--- config.mk ---
export PLATFORM = sky130hd
export DESIGN_NAME = alarm_key_pio_in
export DESIGN_NICKNAME = d
export VERILOG_FILES = /design/src/rtl/alarm_pio_pkg.sv /design/src/rtl/alarm_pio_debouncer.sv /design/src/rtl/alarm_key_pio_in.sv
export SDC_FILE = /design/constraint.sdc
export NUM_CORES = 1
export LEC_CHECK = 0
export BUFFER_PORTS_ARGS = -buffer_cell sky130_fd_sc_hd__buf_2
export CORE_MARGIN = 4
export CORE_UTILIZATION = 45
export DETAILED_ROUTE_END_ITERATION = 16
export PLACE_DENSITY_LB_ADDON = 0.12
export SLEW_MARGIN = 20
export SYNTH_ARGS = -nofsm -noshare
export SYNTH_HDL_FRONTEND = slang
export SYNTH_SLANG_ARGS = --single-unit
--- constraint.sdc ---
create_clock -name clk -period 2.3 [get_ports clk]
set_clock_uncertainty 0.15 [all_clocks]
set_input_delay 0.23 -clock clk [delete_from_list [all_inputs] [get_ports clk]]
set_output_delay 0.23 -clock clk [all_outputs]
set_load 0.02 [all_outputs]
--- src/rtl/alarm_pio_pkg.sv ---
// Shared register offsets and edge-mode encodings for the alarm clock PIO blocks.
package alarm_pio_pkg;

    localparam logic [1:0] PIO_DATA = 2'd0;
    localparam logic [1:0] PIO_RSVD = 2'd1;
    localparam logic [1:0] PIO_MASK = 2'd2;
    localparam logic [1:0] PIO_EDGE = 2'd3;

    localparam int EDGE_RISE = 0;
    localparam int EDGE_FALL = 1;
    localparam int EDGE_ANY  = 2;

endpackage

--- src/rtl/alarm_pio_debouncer.sv ---
// Single-bit debouncer: a new synchronized level must persist for DEBOUNCE_CYCLES
// consecutive cycles before it replaces the stable output.
module alarm_pio_debouncer #(
    parameter int DEBOUNCE_CYCLES = 50000
) (
    input  logic clk,
    input  logic reset_n,
    input  logic din,
    output logic dout
);

    localparam int              CW       = $clog2(DEBOUNCE_CYCLES + 1);
    localparam logic [CW-1:0]   CNT_LAST = CW'(DEBOUNCE_CYCLES - 1);

    logic [CW-1:0] cnt_q, cnt_d;
    logic          stable_q, stable_d;

    // Any return to the stable level restarts the count, so short glitches are dropped.
    always_comb begin
        cnt_d    = cnt_q;
        stable_d = stable_q;
        if (din == stable_q) begin
            cnt_d = '0;
        end else if (cnt_q == CNT_LAST) begin
            stable_d = din;
            cnt_d    = '0;
        end else begin
            cnt_d = cnt_q + 1'b1;
        end
    end

    always_ff @(posedge clk or negedge reset_n) begin
        if (!reset_n) begin
            cnt_q    <= '0;
            stable_q <= 1'b0;
        end else begin
            cnt_q    <= cnt_d;
            stable_q <= stable_d;
        end
    end

    assign dout = stable_q;

endmodule

--- src/rtl/alarm_key_pio_in.sv ---
// Avalon-MM input PIO for the alarm clock keys: synchronize, debounce, capture
// edges into sticky RW1C flags and raise a maskable level interrupt.
module alarm_key_pio_in
    import alarm_pio_pkg::*;
#(
    parameter int WIDTH           = 5,
    parameter int DEBOUNCE_CYCLES = 50000,
    parameter int EDGE_TYPE       = 1
) (
    input  logic             clk,
    input  logic             reset_n,
    input  logic [1:0]       address,
    input  logic             chipselect,
    input  logic             write_n,
    input  logic [31:0]      writedata,
    input  logic [WIDTH-1:0] in_port,
    output logic [31:0]      readdata,
    output logic             irq
);

    logic [WIDTH-1:0] sync1_q, sync_q;
    logic [WIDTH-1:0] stable;
    logic [WIDTH-1:0] stable_dly_q;
    logic [WIDTH-1:0] rise, fall, edge_det;
    logic [WIDTH-1:0] mask_q, mask_d;
    logic [WIDTH-1:0] edge_q, edge_d;
    logic [WIDTH-1:0] wdata;
    logic [31:0]      readdata_q, readdata_d;
    logic             wr_en;
    logic             unused_wdata;

    always_ff @(posedge clk or negedge reset_n) begin
        if (!reset_n) begin
            sync1_q <= '0;
            sync_q  <= '0;
        end else begin
            sync1_q <= in_port;
            sync_q  <= sync1_q;
        end
    end

    for (genvar i = 0; i < WIDTH; i++) begin : g_deb
        alarm_pio_debouncer #(
            .DEBOUNCE_CYCLES(DEBOUNCE_CYCLES)
        ) u_deb (
            .clk    (clk),
            .reset_n(reset_n),
            .din    (sync_q[i]),
            .dout   (stable[i])
        );
    end

    always_ff @(posedge clk or negedge reset_n) begin
        if (!reset_n) begin
            stable_dly_q <= '0;
        end else begin
            stable_dly_q <= stable;
        end
    end

    assign rise = stable & ~stable_dly_q;
    assign fall = ~stable & stable_dly_q;

    always_comb begin
        edge_det = rise | fall;
        if (EDGE_TYPE == EDGE_RISE) edge_det = rise;
        else if (EDGE_TYPE == EDGE_FALL) edge_det = fall;
    end

    // Bus: a write is taken on any clk edge where chipselect=1 and write_n=0;
    // readdata is registered from address every edge, so it is valid one cycle later.
    assign wr_en        = chipselect & ~write_n;
    assign wdata        = writedata[WIDTH-1:0];
    assign unused_wdata = ^writedata;

    // Set wins over RW1C clear so an edge arriving with the clear is never lost.
    always_comb begin
        mask_d = mask_q;
        edge_d = edge_q | edge_det;
        if (wr_en && address == PIO_MASK) begin
            mask_d = wdata;
        end
        if (wr_en && address == PIO_EDGE) begin
            edge_d = (edge_q & ~wdata) | edge_det;
        end
    end

    always_comb begin
        readdata_d = '0;
        case (address)
            PIO_DATA: readdata_d[WIDTH-1:0] = stable;
            PIO_MASK: readdata_d[WIDTH-1:0] = mask_q;
            PIO_EDGE: readdata_d[WIDTH-1:0] = edge_q;
            default:  readdata_d = '0;
        endcase
    end

    always_ff @(posedge clk or negedge reset_n) begin
        if (!reset_n) begin
            mask_q     <= '0;
            edge_q     <= '0;
            readdata_q <= '0;
        end else begin
            mask_q     <= mask_d;
            edge_q     <= edge_d;
            readdata_q <= readdata_d;
        end
    end

    assign readdata = readdata_q;
    assign irq      = |(edge_q & mask_q);

endmodule
Yosys cells after proc, flatten, opt, wreduce, memory -nomap -nowiden. Cells that the tools add are included.

Register bits: 115. Input bits: 43. Logic and storage cells: 68. Memories: 0. Bits in latches: 0. Output and inout port bits: 33. Bits in read-only memories: 0. Bits in writable memories: 0.

Order comparisons: 0. Equal/unequal tests: 12. Bitwise gates (word level): 14. Add/sub/neg operators: 5. Shift operators: 0. Reduce and logical (&&, ||, !) cells: 9. Multiply operators: 0. Div/mod/pow operators: 0. Muxes and demuxes: 12.

Operator list (number): 16-bit two-way mux (10); 16-bit by 1-bit adder with 16-bit output (second input constant) (5); 16-bit == test (second input constant) (5); 5-bit bitwise AND (3); 5-bit one-hot mux with 3 select lines (1); 5-bit NOT (2); 5-bit OR (2); 2-bit AND reduction (5); 1-bit NOT (6); 1-bit == test (5); 5-bit two-way mux (1); 5-bit OR reduction (1); 2-bit == test (second input constant) (2); 1-bit logical AND (2); 2-bit logical NOT (1); 1-bit bitwise AND (1).

Longest topological paths before layout.
Word-level depth: 4. Depth in mapped cells: 6. Depth with buffers taken out: 5.

Cells and area by module. From an unflattened synthesis, not the netlist that was laid out.

Cell total of the unflattened synthesis: 511. Area, all modules: 5524.0 um2.

By module, submodules not included: alarm_pio_debouncer (sequential area each 425.4 um2, times used 5, area each 845.8 um2, cells an instance 82); alarm_key_pio_in (sequential area each 750.7 um2, times used 1, area each 1295.0 um2, cells an instance 101).

Least setup slack after synthesis. Ideal clock, no wire load.

Path kind: register to register. Start point: reg g_deb[3].u_deb.cnt_q[11]. End point: reg g_deb[3].u_deb.cnt_q[10]. Library setup time: 0.119 ns. Arrival time: 1.517 ns. Period minus slack after synthesis: 1.786 ns. Path slack: 0.514 ns. Required time: 2.031 ns. Buffers on the path: 1. Cell stages (with the launch flop): 5. Cells stage by stage: dfrtp_1 -> or3_4 -> o41ai_4 -> buf_6 -> nor2_1.

Cells in the longest elaborated chain, start to end: 3.

RTL lines: from (decl) (RTL line alarm_pio_debouncer.sv:15) `logic [CW-1:0] cnt_q, cnt_d;`; from (signal assigned) (RTL line alarm_pio_debouncer.sv:37) `cnt_q <= cnt_d;`; 16-bit == test (RTL line alarm_pio_debouncer.sv:24) `end else if (cnt_q == CNT_LAST) begin`; 16-bit two-way mux (RTL line alarm_pio_debouncer.sv:24); 16-bit two-way mux (RTL line alarm_pio_debouncer.sv:22) `if (din == stable_q) begin`; via g_deb[3].u_deb.cnt_d[10] (RTL line alarm_pio_debouncer.sv:15).

The timed path passes the listed nets, and every way through them passes these cells. A chain may end at the register's enable or synchronous reset.

Final worst setup path.
Start point: reg g_deb[2].u_deb.cnt_q[0]. End point: reg g_deb[2].u_deb.cnt_q[14].

Cells in the longest elaborated chain, start to end: 3. Elaborated cells on any way between the ends: 4. Those cells by class: add/sub (1); eq/ne (1); mux (2).

RTL lines (RTL line): from (decl) (alarm_pio_debouncer.sv:15); from (signal assigned) (alarm_pio_debouncer.sv:37); 16-bit by 1-bit adder with 16-bit output or 16-bit == test (tied branches) (alarm_pio_debouncer.sv:28, alarm_pio_debouncer.sv:24); 16-bit two-way mux * (alarm_pio_debouncer.sv:24); 16-bit two-way mux * (alarm_pio_debouncer.sv:22); via g_deb[2].u_deb.cnt_d[14] (alarm_pio_debouncer.sv:15).

The timed path passes the listed nets; every way through them passes the cells marked *.

==> qor.txt <==
Vias -> 3,650
Slew Limit Fails -> 0
Setup TNS -> 0 ns
Final HPWL DP -> 6.55 mm
TritonCTS Buffers -> 17
number of antenna diodes -> 0
drt initial violations -> 206
CP max-delay cell -> nand2_1
DRC violations left -> 0
pwr/cell area -> 783 mW/mm2
Die H -> 117 um
first-pass GRT wire length -> 16.9 mm
Final min period -> 1.91 ns
worst vdd ir -> 496 uV
area grow syn2layout -> 15.8%
initial core utilization -> 46.6%
total global routing overflow -> 0
top cells by area, synth -> dfrtp_1, xnor2_1, nor2_1
commonest non-fill, non-tap cell in the layout -> dfrtp_1
Fin. Hold Viols -> 0
Die X -> 117 um
Slew headroom -> 66.5%
H-Tree Depth -> 4
clock root buffer -> clkbuf_16
status -> completed
number of vias per cell -> 5.06
Seq/Total Area, Yosys -> 53.4%
Max Freq -> 0.524 GHz
row count -> 39
count of cell types in the netlist -> 39
Post-CTS Hold Buffers -> 11
crit end category -> flip-flop
synthesized area per cell -> 10.4 um2
crit-path max cell delay -> 0.44 ns
yosys warns -> 0
number of synthesized flops with an enable pin -> 0
DIE AREA -> 0.0138 mm2
Synth Register Bits -> 115
cell taking the most area after synthesis -> dfrtp_1
initial antenna violation count -> 0
GRT Util Overall -> 15.3%
Slew @ Worst Pin -> 0.501 ns
core area -> 0.0116 mm2
fillers -> 995
total power -> 4.88 mW
final core utilization -> 54.0%
asr flop ratio synth -> 100%
Worst-Skew Late Latency -> 0.41 ns
input/output buffers -> 21
Data required, critical path -> 2.43 ns
clk buf depth -> 2
clock sink total -> 115
Final period util -> 83.0%
post-route ant nets -> 0
WP data arrival -> 2.04 ns
Multi-input gate area -> 0.00229 mm2
kind of critical path -> flip-flop to flip-flop
commonest cells after routing, fill and taps aside -> dfrtp_1, nor2_1, xnor2_1, nand3_1, nand2_1
worst-path maximum fanout -> 15
final setup vio count -> 0
worst hold path type -> input pin to flip-flop
vias in the first global route -> 3,524
Placer Congestion -> 0.845
post_cts resized -> 0
routed wire length -> 9.74 mm
Mapped Cells -> 520
Post-Syn Area -> 0.00539 mm2
Ports -> 76
DR pass1 iterations -> 4
unrepaired setup endpoints after global routing -> false
drt wl/cell -> 13.5 um
MaxCap Viol Count -> 0
top_reg_cell synth -> dfrtp_1
TritonCTS clock tree -> built
pin count of the biggest net entering global routing -> 44
Clock transition at path regs -> 0.05 ns
critical-path cell list -> ha_1 -> and3_1 -> nand4_1 -> nand2_1 -> nor2_1
layout cells sized above 1 -> 12.5%
postcts setup bufs -> 0
area taken by flip-flops and latches -> 0.00288 mm2
share of the synthesized area in the top cell type -> 53.4%
P_leak -> 2.67 nW
# nets final -> 614
critical path startpoint category -> flip-flop
==> cell families after synthesis <==
logic type	synth area share, %
simple gates	22.3
flops	53.4
xor+xnor	11.5
buf+inv	5.87
compound gates	2.69
mux	3.02
fa+ha+maj	1.16
other cells	0.0696
==> synth_stat cells, types with 11 or more instances <==
master,count
dfrtp_1,115
nor2_1,86
xnor2_1,51
nand3_1,34
nand2_1,31
buf_4,27
nand4_1,22
xor2_1,20
inv_1,18
nor4_1,18
nor3_1,16
o21ai_0,11
==> worst max-delay path, delay by kind of cell (launching register included) <==
family / cells / cell delay, ns
AND/OR/NAND/NOR: 4 / 1.01
adder cells (fa/ha/maj): 1 / 0.22
flip-flops: 1 / 0.38
==> power by group <==
part / switching [mW] / internal, mW
Sequential: 0.0599 / 2.10
Combinational: 0.190 / 0.104
Clock: 0.875 / 1.55
Total: 1.13 / 3.76
==> metal layers <==
metal  GRT usage, %  vias up  wire [um]  part of all wire, %
li1               -     1827          -                    -
met1           19.9     1754       4720                   48
met2           23.2       54       4510                   46
met3           4.47       15        325                  3.3
met4           7.91        0        180                  1.8
met5              0        -          0                    0
==> registers in the layout, summed over array words and instances (netlist names) <==
signal / cells
g_deb.u_deb.dout: 5
stable_dly_q: 5
mask_q: 5
edge_q: 5
sync1_q: 5
readdata: 5
g_deb.u_deb.cnt_q: 80
sync_q: 5
==> path summary, 6_finish.rpt <==
| kind | start | endpoint | slack [ns] | depth (start not counted) |
|---|---|---|---|---|
| worst min register to register | sync1_q[0] | sync_q[0] | 0.20 | 0 |
| worst min-delay path | address[0] | readdata[0] | 0.05 | 3 |
| max in group asynchronous | reset_n | g_deb[0].u_deb.dout | 1.19 | 3 |
| min in group asynchronous | reset_n | g_deb[3].u_deb.cnt_q[7] | 0.16 | 2 |
| worst max register to register | g_deb[2].u_deb.cnt_q[0] | g_deb[2].u_deb.cnt_q[14] | 0.39 | 5 |
| worst max-delay path | g_deb[2].u_deb.cnt_q[0] | g_deb[2].u_deb.cnt_q[14] | 0.39 | 5 |
==> metrics by stage <==
step	hold slack (ns)	area [um2]	worst slack (ns)	cells
after floorplan	-0.216	5490	0.514	546
after global placement	0.0764	5580	0.395	679
after detailed placement	0.0771	5580	0.368	679
after CTS	0.0385	6240	0.355	721
after global routing	0.101	6240	0.191	721
final	0.0468	6240	0.391	721
==> layout make-up <==
class | instances | area share, %
Clock buffer | 22 | 7.60
Clock inverter | 9 | 1.30
Inverter | 18 | 1.08
Multi-Input combinational cell | 377 | 36.8
Sequential cell | 115 | 46.1
Tap cell | 143 | 2.87
Timing Repair Buffer | 37 | 4.29
Note: power is estimated with default switching activity, not from simulation.
